<file path="src/rtl/fpu_issue_ctrl.sv">
// Issue and result-collection stage for the three-stage FPU: in-order response FIFO, sticky fflags.
// Define FPU_ISSUE_PERF_EN to add saturating perf_ops / perf_stall counters.
module fpu_issue_ctrl #(
  parameter int LATENCY    = 2,
  parameter int RESP_DEPTH = 4,
  parameter int TAG_W      = 5
) (
  input  logic             clk,
  input  logic             rst,
  input  logic             req_valid,
  output logic             req_ready,
  input  logic [31:0]      req_fp1,
  input  logic [31:0]      req_fp2,
  input  logic [2:0]       req_frm,
  input  logic [6:0]       req_funct7,
  input  logic [TAG_W-1:0] req_tag,
  output logic [31:0]      fpu_fp1,
  output logic [31:0]      fpu_fp2,
  output logic [2:0]       fpu_frm,
  output logic [6:0]       fpu_funct7,
  input  logic [31:0]      fpu_result,
  input  logic [4:0]       fpu_flags,
  output logic             resp_valid,
  input  logic             resp_ready,
  output logic [31:0]      resp_result,
  output logic [4:0]       resp_flags,
  output logic [TAG_W-1:0] resp_tag,
  input  logic             flush,
  input  logic             fflags_clr,
  output logic [4:0]       fflags,
  output logic             busy
`ifdef FPU_ISSUE_PERF_EN
  ,
  output logic [31:0]      perf_ops,
  output logic [31:0]      perf_stall
`endif
);

  localparam logic [6:0] F7_ADD = 7'b0100000;
  localparam logic [6:0] F7_SUB = 7'b0100100;
  localparam logic [6:0] F7_MUL = 7'b0000010;
  localparam int PTR_W = (RESP_DEPTH > 1) ? $clog2(RESP_DEPTH) : 1;
  localparam int CNT_W = $clog2(RESP_DEPTH + 1);
  localparam int OCC_W = $clog2(LATENCY + RESP_DEPTH + 1);

  typedef struct packed {
    logic [31:0]      result;
    logic [4:0]       flags;
    logic [TAG_W-1:0] tag;
  } resp_t;

  logic [LATENCY-1:0] pipe_vld_q, pipe_vld_d;
  logic [LATENCY-1:0] pipe_unsup_q, pipe_unsup_d;
  logic [TAG_W-1:0]   pipe_tag_q [LATENCY];
  logic [TAG_W-1:0]   pipe_tag_d [LATENCY];
  logic [31:0]        hold_fp1_q, hold_fp1_d, hold_fp2_q, hold_fp2_d;
  logic [2:0]         hold_frm_q, hold_frm_d;
  logic [6:0]         hold_f7_q, hold_f7_d;
  resp_t              fifo_q [RESP_DEPTH];
  resp_t              fifo_d [RESP_DEPTH];
  logic [PTR_W-1:0]   rd_ptr_q, rd_ptr_d, wr_ptr_q, wr_ptr_d;
  logic [CNT_W-1:0]   cnt_q, cnt_d;
  logic [4:0]         fflags_q, fflags_d;
  logic [OCC_W-1:0]   occ;
  logic               accept, supported, push, pop;
  resp_t              cap;

  function automatic logic [PTR_W-1:0] ptr_inc(input logic [PTR_W-1:0] p);
    return (p == PTR_W'(RESP_DEPTH - 1)) ? '0 : p + PTR_W'(1);
  endfunction

  // Ops in the pipe count against the FIFO so a capture can never overflow it
  always_comb begin
    occ = OCC_W'(cnt_q);
    for (int i = 0; i < LATENCY; i++) begin
      occ = occ + OCC_W'(pipe_vld_q[i]);
    end
  end

  assign req_ready  = !rst && !flush && (occ < OCC_W'(RESP_DEPTH));
  assign accept     = req_valid && req_ready;
  assign supported  = (req_funct7 == F7_ADD) || (req_funct7 == F7_SUB) || (req_funct7 == F7_MUL);
  assign fpu_fp1    = (accept && supported) ? req_fp1    : hold_fp1_q;
  assign fpu_fp2    = (accept && supported) ? req_fp2    : hold_fp2_q;
  assign fpu_frm    = (accept && supported) ? req_frm    : hold_frm_q;
  assign fpu_funct7 = (accept && supported) ? req_funct7 : hold_f7_q;

  always_comb begin
    hold_fp1_d = hold_fp1_q;
    hold_fp2_d = hold_fp2_q;
    hold_frm_d = hold_frm_q;
    hold_f7_d  = hold_f7_q;
    if (accept && supported) begin
      hold_fp1_d = req_fp1;
      hold_fp2_d = req_fp2;
      hold_frm_d = req_frm;
      hold_f7_d  = req_funct7;
    end
  end

  always_comb begin
    pipe_vld_d      = '0;
    pipe_unsup_d    = '0;
    pipe_tag_d      = pipe_tag_q;
    pipe_vld_d[0]   = accept;
    pipe_unsup_d[0] = !supported;
    pipe_tag_d[0]   = req_tag;
    for (int i = 1; i < LATENCY; i++) begin
      pipe_vld_d[i]   = pipe_vld_q[i-1] && !flush;
      pipe_unsup_d[i] = pipe_unsup_q[i-1];
      pipe_tag_d[i]   = pipe_tag_q[i-1];
    end
  end

  // Unsupported ops return a canonical NaN with NV; FPU flags are reordered into fflags layout
  always_comb begin
    cap.tag = pipe_tag_q[LATENCY-1];
    if (pipe_unsup_q[LATENCY-1]) begin
      cap.result = 32'h7FC00000;
      cap.flags  = 5'b10000;
    end else begin
      cap.result = fpu_result;
      cap.flags  = {fpu_flags[0], fpu_flags[2], fpu_flags[4], fpu_flags[3], fpu_flags[1]};
    end
  end

  assign push        = pipe_vld_q[LATENCY-1] && !flush;
  assign resp_valid  = (cnt_q != '0);
  assign pop         = resp_valid && resp_ready;
  assign resp_result = resp_valid ? fifo_q[rd_ptr_q].result : '0;
  assign resp_flags  = resp_valid ? fifo_q[rd_ptr_q].flags  : '0;
  assign resp_tag    = resp_valid ? fifo_q[rd_ptr_q].tag    : '0;
  assign busy        = (occ != '0);
  assign fflags      = fflags_q;

  always_comb begin
    fifo_d   = fifo_q;
    rd_ptr_d = rd_ptr_q;
    wr_ptr_d = wr_ptr_q;
    if (push) begin
      fifo_d[wr_ptr_q] = cap;
      wr_ptr_d         = ptr_inc(wr_ptr_q);
    end
    if (pop) begin
      rd_ptr_d = ptr_inc(rd_ptr_q);
    end
    cnt_d = cnt_q + CNT_W'(push) - CNT_W'(pop);
    if (flush) begin
      cnt_d    = '0;
      rd_ptr_d = '0;
      wr_ptr_d = '0;
    end
    fflags_d = (fflags_clr ? 5'b0 : fflags_q) | (pop ? resp_flags : 5'b0);
  end

  always_ff @(posedge clk or posedge rst) begin
    if (rst) begin
      pipe_vld_q   <= '0;
      pipe_unsup_q <= '0;
      for (int i = 0; i < LATENCY; i++) pipe_tag_q[i] <= '0;
      for (int i = 0; i < RESP_DEPTH; i++) fifo_q[i] <= '0;
      hold_fp1_q   <= '0;
      hold_fp2_q   <= '0;
      hold_frm_q   <= '0;
      hold_f7_q    <= '0;
      rd_ptr_q     <= '0;
      wr_ptr_q     <= '0;
      cnt_q        <= '0;
      fflags_q     <= '0;
    end else begin
      pipe_vld_q   <= pipe_vld_d;
      pipe_unsup_q <= pipe_unsup_d;
      pipe_tag_q   <= pipe_tag_d;
      fifo_q       <= fifo_d;
      hold_fp1_q   <= hold_fp1_d;
      hold_fp2_q   <= hold_fp2_d;
      hold_frm_q   <= hold_frm_d;
      hold_f7_q    <= hold_f7_d;
      rd_ptr_q     <= rd_ptr_d;
      wr_ptr_q     <= wr_ptr_d;
      cnt_q        <= cnt_d;
      fflags_q     <= fflags_d;
    end
  end

`ifdef FPU_ISSUE_PERF_EN
  logic [31:0] perf_ops_q, perf_ops_d, perf_stall_q, perf_stall_d;

  always_comb begin
    perf_ops_d   = perf_ops_q;
    perf_stall_d = perf_stall_q;
    if (accept && (perf_ops_q != 32'hFFFFFFFF)) perf_ops_d = perf_ops_q + 32'd1;
    if (req_valid && !req_ready && (perf_stall_q != 32'hFFFFFFFF)) perf_stall_d = perf_stall_q + 32'd1;
  end

  always_ff @(posedge clk or posedge rst) begin
    if (rst) begin
      perf_ops_q   <= '0;
      perf_stall_q <= '0;
    end else begin
      perf_ops_q   <= perf_ops_d;
      perf_stall_q <= perf_stall_d;
    end
  end

  assign perf_ops   = perf_ops_q;
  assign perf_stall = perf_stall_q;
`endif

endmodule

</file>
<file path="config.mk">
export PLATFORM = sky130hd
export DESIGN_NAME = fpu_issue_ctrl
export DESIGN_NICKNAME = d
export VERILOG_FILES = /design/src/rtl/fpu_issue_ctrl.sv
export SDC_FILE = /design/constraint.sdc
export NUM_CORES = 1
export LEC_CHECK = 0
export CAP_MARGIN = 10
export CORE_UTILIZATION = 25
export CTS_BUF_LIST = sky130_fd_sc_hd__clkbuf_2
export DETAILED_ROUTE_END_ITERATION = 10
export SLEW_MARGIN = 10
export SYNTH_ARGS = -nofsm -noshare
export SYNTH_HDL_FRONTEND = slang
export SYNTH_SLANG_ARGS = --single-unit
</file>
<file path="constraint.sdc">
create_clock -name clk -period 12.4 [get_ports clk]
set_input_delay 3.72 -clock clk [delete_from_list [all_inputs] [get_ports clk]]
set_output_delay 3.72 -clock clk [all_outputs]
set_load 0.02 [all_outputs]
</file>
==> flow_metrics.py <==
metrics = {
    "layout": {
        "post_route_cells_drive_above_1_share_pct": 22.2,
        "finalInstanceArea_um2": 15300,
        "fillCellCount": 4602,
        "final_cell_count_no_fill": 1848,
        "area_delta_synth_final_pct": 32.6,
        "multiInputGateArea_um2": 4500,
        "final-seq-area_um2": 6710,
        "finalNetCount": 1318,
    },
    "die": {
        "die_x_um": 217,
        "count_of_standard_cell_rows": 78,
        "design.core.area_um2": 45500,
        "i_o_pin_cnt": 246,
        "initial_standard_cell_utilization_of_the_core_pct": 25.4,
        "die_area_um2": 47000,
        "floorplan.die.height_um": 217,
    },
    "critical_path": {
        "worst_r2r_startpoint": "pipe_vld_q[1]",
        "timing.critical_path.from": "flush",
        "end_kind": "output port",
        "worst_setup_path_start_kind": "input port",
        "critical_path.max_fanout": 71,
        "cp_data_arrival_time_ns": 6.42,
        "setup.worst_path.class": "in2out",
        "worstPathRequired_ns": 8.68,
        "worstRegToRegCells": 8,
    },
    "detailed_routing": {
        "top_layer": "met5",
        "dr.pass1.iters": 6,
        "met2RoutedLength_mm": 14.1,
        "detail_route.vias_per_cell": 4.24,
        "drc_errors": 0,
        "wl_met3_mm": 2.49,
        "wirelength_mm": 30.0,
        "antenna_violating_nets_post_route": 0,
        "via_count": 7838,
        "detail_route.iter0.violations": 365,
        "routedWlPerCell_um": 16.2,
        "drt-met1-wl_mm": 12.6,
    },
    "synth": {
        "synth_top_area_share_pct": 58.2,
        "synth_async_sr_flop_share_pct": 100,
        "cell_types_occupying_the_most_area_after_synthesis": "sky130_fd_sc_hd__dfrtp_1 (58%), sky130_fd_sc_hd__mux2_4 (8.6%), sky130_fd_sc_hd__mux4_2 (8.2%)",
        "synthesis.nets": 1041,
        "ff_latch_count_synth": 268,
        "yosysWarnings": 0,
        "yosys-top-cells-count": "sky130_fd_sc_hd__dfrtp_1 (268), sky130_fd_sc_hd__o21ai_0 (149), sky130_fd_sc_hd__nand2_1 (148)",
        "syn_inst": 909,
        "synth_edf_count": 0,
        "synth_top_area_cell": "sky130_fd_sc_hd__dfrtp_1",
        "synth_top_flop_cell": "sky130_fd_sc_hd__dfrtp_1",
        "synth_sequential_area_ratio_pct": 58.2,
        "syn-mean-instance-area_um2": 12.7,
        "syn-cell-area_um2": 11500,
        "post_synth_num_cell_types": 38,
        "yosys.cell_count.top_type": "sky130_fd_sc_hd__dfrtp_1",
    },
    "cts": {
        "post_cts.repair.setup_buffers": 0,
        "root_buffer": "sky130_fd_sc_hd__clkbuf_2",
        "clk_transition_reported_paths_ns": 0.10,
        "cts_num_sinks": 268,
        "clock_tree_from_tritoncts": "yes",
        "clock_latency_ns": 0.99,
        "holdBufCountCts": 0,
        "cts-root-to-sink-buffers": 3,
        "cts_repair_resize_count": 0,
        "cts.htree.levels": 3,
        "tritoncts.num_buffers": 78,
    },
    "timing": {
        "tightestPinTransition_ns": 1.01,
        "finalCriticalPeriod_ns": 10.14,
        "hold_violations": 0,
        "timing.final.setup_violations": 0,
        "fin_worst_skew_ns": 0.0704,
        "final_min_period_over_clock_period_pct": 81.8,
        "timing_max_transition_violations_final": 0,
        "timing.final.ws_setup_ns": 2.26,
        "worst_slew_margin_rel_pct": 32.6,
        "max_frequency_ghz": 0.0986,
        "timing.hold.ws_ns": 0.339,
        "rsz0062_at_grt": "false",
        "setup-tns-final_ns": 0,
    },
    "grt": {
        "antenna_found_initial": 5,
        "grt_pass1_wl_mm": 47.6,
        "global_route.overflow_total": 0,
        "global_route.usage.total_pct": 13.2,
        "via_count_of_the_first_global_routing_pass": 8701,
        "grt_max_degree": 144,
    },
    "worst_hold_path": {
        "hold_path_depth": 0,
        "startpoint_of_the_worst_hold_path": "pipe_tag_d[4]",
        "worstHoldPathType": "reg2reg",
    },
    "placement": {
        "placement.cell_area_um2": 14600,
        "post-place-cells": 1706,
        "dpl_worst_slack_ns": 2.30,
        "dp.final_hpwl_mm": 18.4,
        "portBuffers": 245,
        "finalWeightedCongestion": 0.703,
    },
    "pwr": {
        "power.leakage_nw": 6.89,
        "worst_case_vdd_ir_drop_mv": 0.0731,
        "power_density_nw_per_um2": 143,
    },
    "outcome": {
        "run_status": "finished clean",
    },
    "flow_run": {
        "cap_violations": 0,
    },
}
## metal layers
metal,vias to the layer above,track usage [%]
li1,3716,-
met1,3802,15.5
met2,252,20.9
met3,64,5.77
met4,4,6.08
met5,-,0
## cell families (layout without fill, tap and decap cells)
logic type                 count (synthesis)  count (layout)  synth area share, %
other                                      0               3                    0
buffers and inverters                     73             409                 2.89
DFF                                      268             268                 58.2
adders and majority gates                 10              10                 1.22
xor gates and xnor gates                   3               3                0.228
muxes                                    132             132                 19.1
AOI/OAI and AO/OA                        161             161                 7.51
and+or+nand+nor                          262             262                 10.9
## cell type report
cell class,instances,share of cell area (%)
clock inverters,19,0.646
repair buffers,257,16.8
flip-flops and latches,268,43.9
diodes,3,0.0491
multi-input cells,568,29.4
clock buffers,120,3.93
well taps,600,4.91
inverters,13,0.368
## stage by stage
step / power (mW) / util, %
final: 2.18 / 33.6
after global routing: 2.33 / 33.6
after global placement: 1.54 / 32.1
after CTS: 2.25 / 33.6
after detailed placement: 1.55 / 32.1
after floorplan: 1.30 / -
## flip-flops by register name, summed over array words and instances, names as in the netlist, 3 cells and up
register    count
fifo_q        168
hold_fp1_q     32
hold_fp2_q     32
hold_f7_q       7
cap             5
fflags          5
pipe_tag_d      5
cnt_q           3
hold_frm_q      3
## layout by cell type, fill, tap and decap left out, types with 2 or more instances in the layout
| cell type | n |
|---|---|
| sky130_fd_sc_hd__mux2_4 | 66 |
| sky130_fd_sc_hd__o21ai_0 | 149 |
| sky130_fd_sc_hd__nand2b_1 | 28 |
| sky130_fd_sc_hd__ha_1 | 8 |
| sky130_fd_sc_hd__buf_4 | 10 |
| sky130_fd_sc_hd__a21oi_1 | 2 |
| sky130_fd_sc_hd__and2_1 | 6 |
| sky130_fd_sc_hd__inv_1 | 12 |
| sky130_fd_sc_hd__fa_1 | 2 |
| sky130_fd_sc_hd__clkdlybuf4s50_1 | 245 |
| sky130_fd_sc_hd__buf_12 | 2 |
| sky130_fd_sc_hd__nand4_1 | 2 |
| sky130_fd_sc_hd__a22o_1 | 5 |
| sky130_fd_sc_hd__nor2b_1 | 44 |
| sky130_fd_sc_hd__mux2i_1 | 3 |
| sky130_fd_sc_hd__mux4_2 | 42 |
| sky130_fd_sc_hd__nand3b_1 | 5 |
| sky130_fd_sc_hd__nor3b_1 | 3 |
| sky130_fd_sc_hd__nand2_1 | 148 |
| sky130_fd_sc_hd__dfrtp_1 | 265 |
| sky130_fd_sc_hd__xnor2_1 | 2 |
| sky130_fd_sc_hd__mux2_2 | 21 |
| sky130_fd_sc_hd__inv_2 | 2 |
| sky130_fd_sc_hd__clkinv_1 | 15 |
| sky130_fd_sc_hd__diode_2 | 3 |
| sky130_fd_sc_hd__nor2_1 | 18 |
| sky130_fd_sc_hd__clkbuf_2 | 120 |
| sky130_fd_sc_hd__dfrtp_2 | 2 |
## worst max-delay path: stages
cell,delay (ns)
sky130_fd_sc_hd__clkdlybuf4s50_1,0.67
sky130_fd_sc_hd__nor3b_2,0.49
sky130_fd_sc_hd__o2111ai_4,0.20
sky130_fd_sc_hd__buf_12,0.27
sky130_fd_sc_hd__mux2_4,0.39
sky130_fd_sc_hd__clkdlybuf4s50_1,0.56
## worst paths after layout
check / endpoint / slack, ns
min: cap[4] / 0.34
min in group asynchronous: hold_frm_q[1] / 3.35
max: fpu_fp1[24] / 2.26
max reg2reg: hold_fp1_q[4] / 9.69
max in group asynchronous: fifo_q[57] / 7.71
min reg2reg: cap[4] / 0.34
## where the power goes
group	internal, mW	switching [mW]
Sequential	0.932	0.0703
Clock	0.275	0.390
Combinational	0.262	0.254
Total	1.47	0.714
Power figures use the tool's default switching activity.
